<file path="config.mk">
export PLATFORM = sky130hd
export DESIGN_NAME = pll_reset_sequencer
export DESIGN_NICKNAME = d
export VERILOG_FILES = /design/src/rtl/pll_reset_sequencer.sv
export SDC_FILE = /design/constraint.sdc
export NUM_CORES = 1
export LEC_CHECK = 0
export ABC_AREA = 1
export BUFFER_PORTS_ARGS = -buffer_cell sky130_fd_sc_hd__buf_2
export CORE_ASPECT_RATIO = 1.75
export CORE_MARGIN = 1.5
export CORE_UTILIZATION = 58
export CTS_CLUSTER_SIZE = 20
export DETAILED_ROUTE_END_ITERATION = 8
export PLACE_DENSITY = 0.78
export SLEW_MARGIN = 20
export SYNTH_ARGS = -nofsm -noshare
export SYNTH_HDL_FRONTEND = slang
export SYNTH_SLANG_ARGS = --single-unit
export TNS_END_PERCENT = 100
</file>
<file path="constraint.sdc">
create_clock -name clk -period 2 [get_ports clk]
set_input_delay 0.6 -clock clk [delete_from_list [all_inputs] [get_ports clk]]
set_output_delay 0.6 -clock clk [all_outputs]
set_load 0.05 [all_outputs]
</file>
<file path="src/rtl/pll_reset_sequencer.sv">
// PLL reset sequencer: pulses the PLL reset, waits for a stable lock, then
// releases the downstream active-low resets one stage at a time. While the
// stages are released it watches for lock loss, and it counts lock timeouts
// and lock losses.
module pll_reset_sequencer #(
    parameter int PLL_RST_CYCLES = 16,
    parameter int LOCK_TIMEOUT   = 65536,
    parameter int STABLE_CYCLES  = 1024,
    parameter int NUM_STAGES     = 3,
    parameter int STAGE_GAP      = 16,
    parameter int SYNC_STAGES    = 2
) (
    input  logic                  clk,
    input  logic                  resetn,
    input  logic                  lock,
    output logic                  pll_reset,
    output logic [NUM_STAGES-1:0] resetn_out,
    output logic                  ready,
    output logic [3:0]            retry_cnt,
    output logic [7:0]            loss_cnt
);

    // One timer serves every state, so it is sized for the longest interval.
    // The release span is included so that unusual stage/gap settings still fit.
    localparam int REL_SPAN = (NUM_STAGES - 1) * STAGE_GAP;
    localparam int MAX_A    = (PLL_RST_CYCLES > LOCK_TIMEOUT) ? PLL_RST_CYCLES : LOCK_TIMEOUT;
    localparam int MAX_B    = (STABLE_CYCLES > REL_SPAN) ? STABLE_CYCLES : REL_SPAN;
    localparam int MAX_P    = (MAX_A > MAX_B) ? MAX_A : MAX_B;
    localparam int TW       = (MAX_P > 1) ? $clog2(MAX_P) : 1;

    typedef enum logic [2:0] {
        S_PLL_RST,
        S_WAIT_LOCK,
        S_STABLE,
        S_RELEASE,
        S_RUN
    } state_t;

    state_t                  state;
    logic [TW-1:0]           timer;
    logic [SYNC_STAGES-1:0]  sync_q;
    logic                    lock_s;
    logic [NUM_STAGES-1:0]   stage_due;
    logic                    lost;

    // Bring the asynchronous lock into the clk domain.
    always_ff @(posedge clk or negedge resetn) begin
        if (!resetn) sync_q <= '0;
        else         sync_q <= {sync_q[SYNC_STAGES-2:0], lock};
    end

    assign lock_s = sync_q[SYNC_STAGES-1];

    // Stage i is released when the release timer reaches i*STAGE_GAP-1.
    // Stage 0 is released on entry to RELEASE, so it never comes due here.
    assign stage_due[0] = 1'b0;
    for (genvar i = 1; i < NUM_STAGES; i++) begin : g_stage
        assign stage_due[i] = (timer == TW'(i * STAGE_GAP - 1));
    end

    // Losing lock after any stage is released takes priority over all other events.
    assign lost = !lock_s && (state == S_RELEASE || state == S_RUN);

    // Sequencer FSM. All outputs are registered here.
    always_ff @(posedge clk or negedge resetn) begin
        if (!resetn) begin
            state      <= S_PLL_RST;
            timer      <= '0;
            pll_reset  <= 1'b1;
            resetn_out <= '0;
            ready      <= 1'b0;
            retry_cnt  <= '0;
            loss_cnt   <= '0;
        end else if (lost) begin
            state      <= S_PLL_RST;
            timer      <= '0;
            pll_reset  <= 1'b1;
            resetn_out <= '0;
            ready      <= 1'b0;
            if (loss_cnt != 8'hFF) loss_cnt <= loss_cnt + 8'd1;
        end else begin
            case (state)
                S_PLL_RST: begin
                    if (timer == TW'(PLL_RST_CYCLES - 1)) begin
                        state     <= S_WAIT_LOCK;
                        timer     <= '0;
                        pll_reset <= 1'b0;
                    end else begin
                        timer <= timer + 1'b1;
                    end
                end
                S_WAIT_LOCK: begin
                    if (lock_s) begin
                        state <= S_STABLE;
                        timer <= '0;
                    end else if (timer == TW'(LOCK_TIMEOUT - 1)) begin
                        state     <= S_PLL_RST;
                        timer     <= '0;
                        pll_reset <= 1'b1;
                        if (retry_cnt != 4'hF) retry_cnt <= retry_cnt + 4'd1;
                    end else begin
                        timer <= timer + 1'b1;
                    end
                end
                S_STABLE: begin
                    // A dropout here is treated as a glitch. It restarts the
                    // wait but is not counted.
                    if (!lock_s) begin
                        state <= S_WAIT_LOCK;
                        timer <= '0;
                    end else if (timer == TW'(STABLE_CYCLES - 1)) begin
                        timer         <= '0;
                        resetn_out[0] <= 1'b1;
                        if (NUM_STAGES == 1) begin
                            state <= S_RUN;
                            ready <= 1'b1;
                        end else begin
                            state <= S_RELEASE;
                        end
                    end else begin
                        timer <= timer + 1'b1;
                    end
                end
                S_RELEASE: begin
                    resetn_out <= resetn_out | stage_due;
                    if (stage_due[NUM_STAGES-1]) begin
                        state <= S_RUN;
                        timer <= '0;
                        ready <= 1'b1;
                    end else begin
                        timer <= timer + 1'b1;
                    end
                end
                S_RUN: begin
                    timer <= '0;
                end
                default: begin
                    state     <= S_PLL_RST;
                    timer     <= '0;
                    pll_reset <= 1'b1;
                end
            endcase
        end
    end

endmodule

</file>
==> results of run 1 <==
## state kept, by name (all words and copies together) (netlist names)
register    cells
timer          16
resetn_out      3
loss_cnt        8
ready           1
pll_reset       1
state           3
sync_q          2
retry_cnt       4
## routing by layer
metal,global-route usage (%),vias to the layer above
li1,-,883
met1,27.4,863
met2,47.6,34
met3,5.00,16
met4,17.0,0
met5,0,-
## power groups by stage
stage | Combinational (mW) | Clock [mW] | Sequential [mW]
after floorplan | 0.445 | 0 | 1.09
after global placement | 0.698 | 0 | 0.964
after detailed placement | 0.715 | 0 | 0.966
after CTS | 0.721 | 0.626 | 0.953
after global routing | 0.792 | 0.661 | 0.965
final | 0.721 | 0.615 | 0.952
## what timing repair did
item | CTS | global route
setup buffers | 0 | 0
endpoints found under the setup margin | 0 | 5
hold buffers | 0 | 0
gates resized for setup | 0 | 1
## cells by family (layout without fill, tap and decap cells)
group	after synthesis	count (layout)
XOR/XNOR	17	17
AND/OR/NAND/NOR	156	156
flip-flops	38	38
adder cells (fa/ha/maj)	3	3
buffers and inverters	31	60
AO/OA/AOI/OAI	15	15
## through the flow
step / area [um^2] / util (%) / power [mW] / setup WS (ps) / hold slack, ps
global placement: 2240 / 66.1 / 1.66 / 155 / 337
floorplan: 2080 / - / 1.54 / 176 / 304
finish: 2360 / 69.4 / 2.29 / 218 / 303
CTS: 2350 / 69.3 / 2.30 / 99.8 / 323
detailed placement: 2240 / 66.1 / 1.68 / 143 / 341
global route: 2360 / 69.4 / 2.42 / 27.0 / 366
## Yosys cell counts (all sizes together)
master   n  area [um^2]
a21boi   1         7.51
dfstp    1         26.3
nand3b   1         7.51
o31ai    2         15.0
o21bai   1         7.51
nor2    36          160
dfrtp   37          926
nor3    18         95.1
and3     1         6.26
nand4    4         40.0
o21ai   10         53.8
xnor2    9         78.8
xor2     8         70.1
ha       3         37.5
nand3   23          133
nand2   73          282
buf      3         23.8
a21oi    1         5.00
inv     28          105
## layout make-up
type / instances / area [um^2]
clock buffer: 8 / 110
fill: 311 / 1040
inverter: 28 / 105
multi-input combinational: 191 / 1000
sequential: 38 / 952
tap: 45 / 56.3
timing repair buffer: 24 / 133
## final timing paths
check                      slack (ps)  cells past startpoint         to
setup / recovery                  220                     10   state[0]
setup reg to reg                  220                     10   state[0]
min in group clk                  350                      0  sync_q[1]
hold reg to reg                   350                      0  sync_q[1]
hold / removal                    300                      1  timer[12]
max in group asynchronous        1120                      2   timer[1]
==> qor.txt, run 1 <==
maximum root-to-sink buffer count -> 2
Routability Congestion -> 0.912
area of the die -> 0.00397 mm^2
layout cell share with drive strength beyond 1 -> 17.0%
H-tree depth -> 2
detailed-route wire length on metal 1 -> 1.62 mm
most common cell after layout, fill and taps aside -> sky130_fd_sc_hd__nand2_1
synthesized-area fraction occupied by adder cells -> 1.81%
Synth Area per Inst -> 8.00 um^2
vias post-DR -> 1796
part of the power in combinational logic -> 31.5%
net count of the mapped netlist -> 266
cts bufs inserted -> 5
buffer cell driving the clock tree root -> sky130_fd_sc_hd__clkbuf_8
Crit. Startpoint -> timer[0]
core region area -> 0.00340 mm^2
main combinational cell family by area after synthesis -> simple AND/OR/NAND/NOR gates
start-to-end type of the worst setup path -> flip-flop to flip-flop
Initial Utilization -> 61.2%
Leak Pwr -> 1.21 nW
Total Neg Setup Slack -> 0 ps
cell count after synthesis -> 260
run status -> finished clean
initial antenna violation count -> 0
count of unique library cells instantiated by Yosys -> 31
Critical path buffers and inverters -> 0
antenna diode instance count -> 0
Hold Vio Cnt, Final -> 0
post-layout minimum cycle time -> 1780 ps
routed length on met3 -> 106 um
largest vdd supply drop -> 0.786 mV
drt drc -> 0
largest fanout on the critical path -> 5
cell repeated most along the worst path -> sky130_fd_sc_hd__nand2_1
worst slew pin tran -> 601 ps
Final #Nets -> 294
global router's overall resource usage -> 27.2%
sequential element share of the synthesized area -> 45.8%
top cell family by delay on the critical path -> simple AND/OR/NAND/NOR gates
clock latency on the worst-skew pair -> 300 ps
final cell count without fillers -> 334
Overflow after GRT -> 0
number of buffer cells added on primary ports -> 19
final-report max-slew violation count -> 0
clock tree from TritonCTS -> done
unrepaired setup endpoints after global routing -> false
switching power summed over all nets -> 0.869 mW
design internal power -> 1.42 mW
beginning of the worst register-to-register path -> timer[0]
part of the total power dissipated in sequential elements -> 41.6%
share of total power in the clock network -> 26.9%
First DRT Iteration DRCs -> 40
Post-Route WL -> 4.51 mm
WL per Instance -> 13.5 um
largest incremental delay on the critical path -> 370 ps
max cap viols -> 0
half-perimeter wire length after placement -> 3.45 mm
maximum number of pins on one net before global-route repair -> 28
net switching fraction of the power -> 38.0%
io pins -> 20
Placement Rows -> 28
width of the die -> 48.3 um
Cell Area, Synth -> 0.00208 mm^2
commonest cells after routing, fill and taps aside -> sky130_fd_sc_hd__nand2_1, sky130_fd_sc_hd__dfrtp_1, sky130_fd_sc_hd__nor2_1
Synthesis Warnings -> 0
master of the slowest instance on the critical path -> sky130_fd_sc_hd__dfrtp_1
xor/xnor share of the synthesized area -> 7.16%
worst hold path type -> primary input to asynchronous set/reset pin
Detail Route met2 WL -> 2.59 mm
Worst-path clk slew -> 80 ps
share of the cycle needed by the critical path after routing -> 89.1%
clk_skew -> 11.9 ps
Antenna Violating Nets Remaining -> 0
number of setup violations in the final report -> 0
count of clock tree sinks -> 38
proportion of synthesized area in mux cells -> 0%
Highest Signal Layer -> met4
via count of the first global-routing pass -> 1848
area fraction in compound gates after synthesis -> 4.27%
vias per cell -> 5.38
Rel. slew slack -> 59.9%
height of the die -> 82.2 um
data required time at the worst endpoint -> 2180 ps
chain of cells forming the critical path -> ha_1, nand3_2, nor2_1, nand3_1, nand2_1, nand2_2, nor2_2, nand2_1, nand2_1, nand2_1
total placed cells including tap cells -> 326
area fraction in and, or, nand and nor cells after synthesis -> 34.8%
FF+latch count, synth -> 38
sort of element at the start of the critical path -> flip-flop
detailed-routing iteration count for the pre-antenna-repair pass -> 4
CP endpoint kind -> flip-flop
Power Density -> 970 mW/mm^2
area growth from synthesis to layout -> 13.4%
first-pass GRT wire length -> 7.61 mm
Worst Path Arrival -> 1960 ps
FMAX -> 0.561 GHz
Power figures use the tool's default switching activity.
==> run 2: changes to the inputs <==
--- a/config.mk
+++ b/config.mk
@@ -12,6 +12,7 @@
 export CORE_UTILIZATION = 58
 export CTS_CLUSTER_SIZE = 20
 export DETAILED_ROUTE_END_ITERATION = 8
+export GPL_TIMING_DRIVEN = 0
 export PLACE_DENSITY = 0.78
 export SLEW_MARGIN = 20
 export SYNTH_ARGS = -nofsm -noshare
==> run 2 against run 1 <==
Clock skew barely moved; highest routed layer unchanged; non-clock buffer count fell by 2; critical endpoint is now timer[8]; largest power group unchanged; power fell by 3.7%.
==> qor.txt, run 2 (synthesis gave the netlist of run 1 again) <==
master of the slowest instance on the critical path -> sky130_fd_sc_hd__dfrtp_1
combined area of the multi-input logic cells -> 998 um^2
cts bufs inserted -> 5
clk_skew -> 12.0 ps
Rel. slew slack -> 44.6%
global router's overall resource usage -> 24.8%
endpoint of the worst hold-timing path -> sync_q[1]
register with the most flip-flops -> timer
total power -> 2.20 mW
Worst Path Arrival -> 1940 ps
clock latency on the worst-skew pair -> 290 ps
Total Neg Setup Slack -> 0 ps
standard cell area after detailed placement -> 0.00223 mm^2
Crit. Startpoint -> timer[13]
area of the die -> 0.00397 mm^2
length in cells of the worst reg-to-reg path -> 9
Final #Nets -> 292
final-report max-slew violation count -> 0
half-perimeter wire length after placement -> 3.19 mm
Antenna Violating Nets Remaining -> 0
data required time at the worst endpoint -> 2170 ps
Cells on Worst Hold Path -> 0
number of setup violations in the final report -> 0
cell repeated most along the worst path -> sky130_fd_sc_hd__nand2_1
Hold Vio Cnt, Final -> 0
Routability Congestion -> 0.887
io pins -> 20
vias post-DR -> 1734
most common cell after layout, fill and taps aside -> sky130_fd_sc_hd__nand2_1
commonest cells after routing, fill and taps aside -> sky130_fd_sc_hd__nand2_1, sky130_fd_sc_hd__dfrtp_1, sky130_fd_sc_hd__nor2_1
initial antenna violation count -> 0
core region area -> 0.00340 mm^2
part of the total power dissipated in sequential elements -> 43.4%
net switching fraction of the power -> 39.3%
final-layout fill cell count -> 311
max cap viols -> 0
Reg-to-Reg End -> timer[8]
largest fanout on the critical path -> 10
post-layout minimum cycle time -> 1770 ps
share of the cycle needed by the critical path after routing -> 88.3%
First DRT Iteration DRCs -> 65
height of the die -> 82.2 um
antenna diode instance count -> 0
run status -> finished clean
WL per Instance -> 12.6 um
Overflow after GRT -> 0
Placement Rows -> 28
WHS -> 359 ps
share of total power in the clock network -> 22.9%
unrepaired setup endpoints after global routing -> false
Worst-path clk slew -> 70 ps
drt drc -> 0
clock tree from TritonCTS -> done
setup slack of the most critical reg-to-reg path -> 230 ps
cells resized by post-CTS repair -> 0
worst hold path type -> flip-flop to flip-flop
Finished Cell Area -> 0.00231 mm^2
hold bufs inserted after CTS -> 0
area of all sequential standard cells -> 952 um^2
first-pass GRT wire length -> 7.06 mm
detailed-routing iteration count for the pre-antenna-repair pass -> 4
Initial Utilization -> 61.2%
FMAX -> 0.566 GHz
critical hold path startpoint -> sync_q[0]
part of the power in combinational logic -> 33.7%
Post-Route WL -> 4.19 mm
vias per cell -> 5.22
beginning of the worst register-to-register path -> timer[13]
number of setup buffers added after CTS -> 0
largest incremental delay on the critical path -> 400 ps
via count of the first global-routing pass -> 1661
width of the die -> 48.3 um
maximum number of pins on one net before global-route repair -> 39
start-to-end type of the worst setup path -> flip-flop to flip-flop
layout cell share with drive strength beyond 1 -> 15.0%
count of clock tree sinks -> 38
chain of cells forming the critical path -> inv_1, nand2_1, nor2_1, nand3_1, nand2_1, nand2_2, nor2_4, buf_6, nor3_1
Power Density -> 953 mW/mm^2
area growth from synthesis to layout -> 11.1%
maximum root-to-sink buffer count -> 2
sort of element at the start of the critical path -> flip-flop
design internal power -> 1.34 mW
Largest regs -> timer (16), loss_cnt (8), retry_cnt (4)
H-tree depth -> 2
Leak Pwr -> 1.18 nW
largest vdd supply drop -> 0.781 mV
number of buffer cells added on primary ports -> 19
CP endpoint kind -> flip-flop
buffer cell driving the clock tree root -> sky130_fd_sc_hd__clkbuf_8
worst slew pin tran -> 831 ps
switching power summed over all nets -> 0.866 mW
number of flip-flops in the largest register -> 16
==> run 2: worst max path at each step <==
stage | slack, ps | endpoint
after global routing | 20 | timer[8]
final | 230 | timer[8]
after detailed placement | 220 | timer[8]
after global placement | 240 | timer[8]
after floorplan | 180 | loss_cnt[3]
after CTS | 200 | timer[8]
==> run 2: layout make-up <==
type                       count  area share, %
clock buffer                   8           3.47
inverter                      28           4.55
buffer                         3           1.03
tap                           45           2.44
sequential                    38           41.2
multi-input combinational    191           43.2
timing repair buffer          19           4.11
==> run 2: layer usage <==
metal | wire length, um | up-vias | GRT usage [%]
met4 | 74 | 0 | 7.84
met5 | 0 | - | 0
met3 | 86 | 7 | 5.00
li1 | - | 881 | -
met2 | 2450 | 28 | 45.1
met1 | 1580 | 818 | 26.9
==> run 2: power by group through the flow <==
stage	combinational, mW	clock [mW]	sequential [mW]
floorplan	0.445	0	1.09
global placement	0.729	0	0.965
detailed placement	0.746	0	0.967
CTS	0.750	0.508	0.953
global route	0.823	0.542	0.971
finish	0.743	0.504	0.956
==> run 2: worst max-delay path: cells and delay by family (launching register included) <==
kind / cells / cell delay, ps
and+or+nand+nor: 7 / 990
DFF: 1 / 400
buffers and inverters: 2 / 260
==> run 2: stage by stage <==
| stage | worst slack, ps | cells | util, % |
|---|---|---|---|
| 5_1_grt | 22.3 | 332 | 68.0 |
| 2_1_floorplan | 176 | 260 | - |
| 6_report | 234 | 332 | 68.0 |
| 4_1_cts | 204 | 332 | 68.0 |
| 3_3_place_gp | 245 | 324 | 65.6 |
| 3_5_place_dp | 216 | 324 | 65.6 |
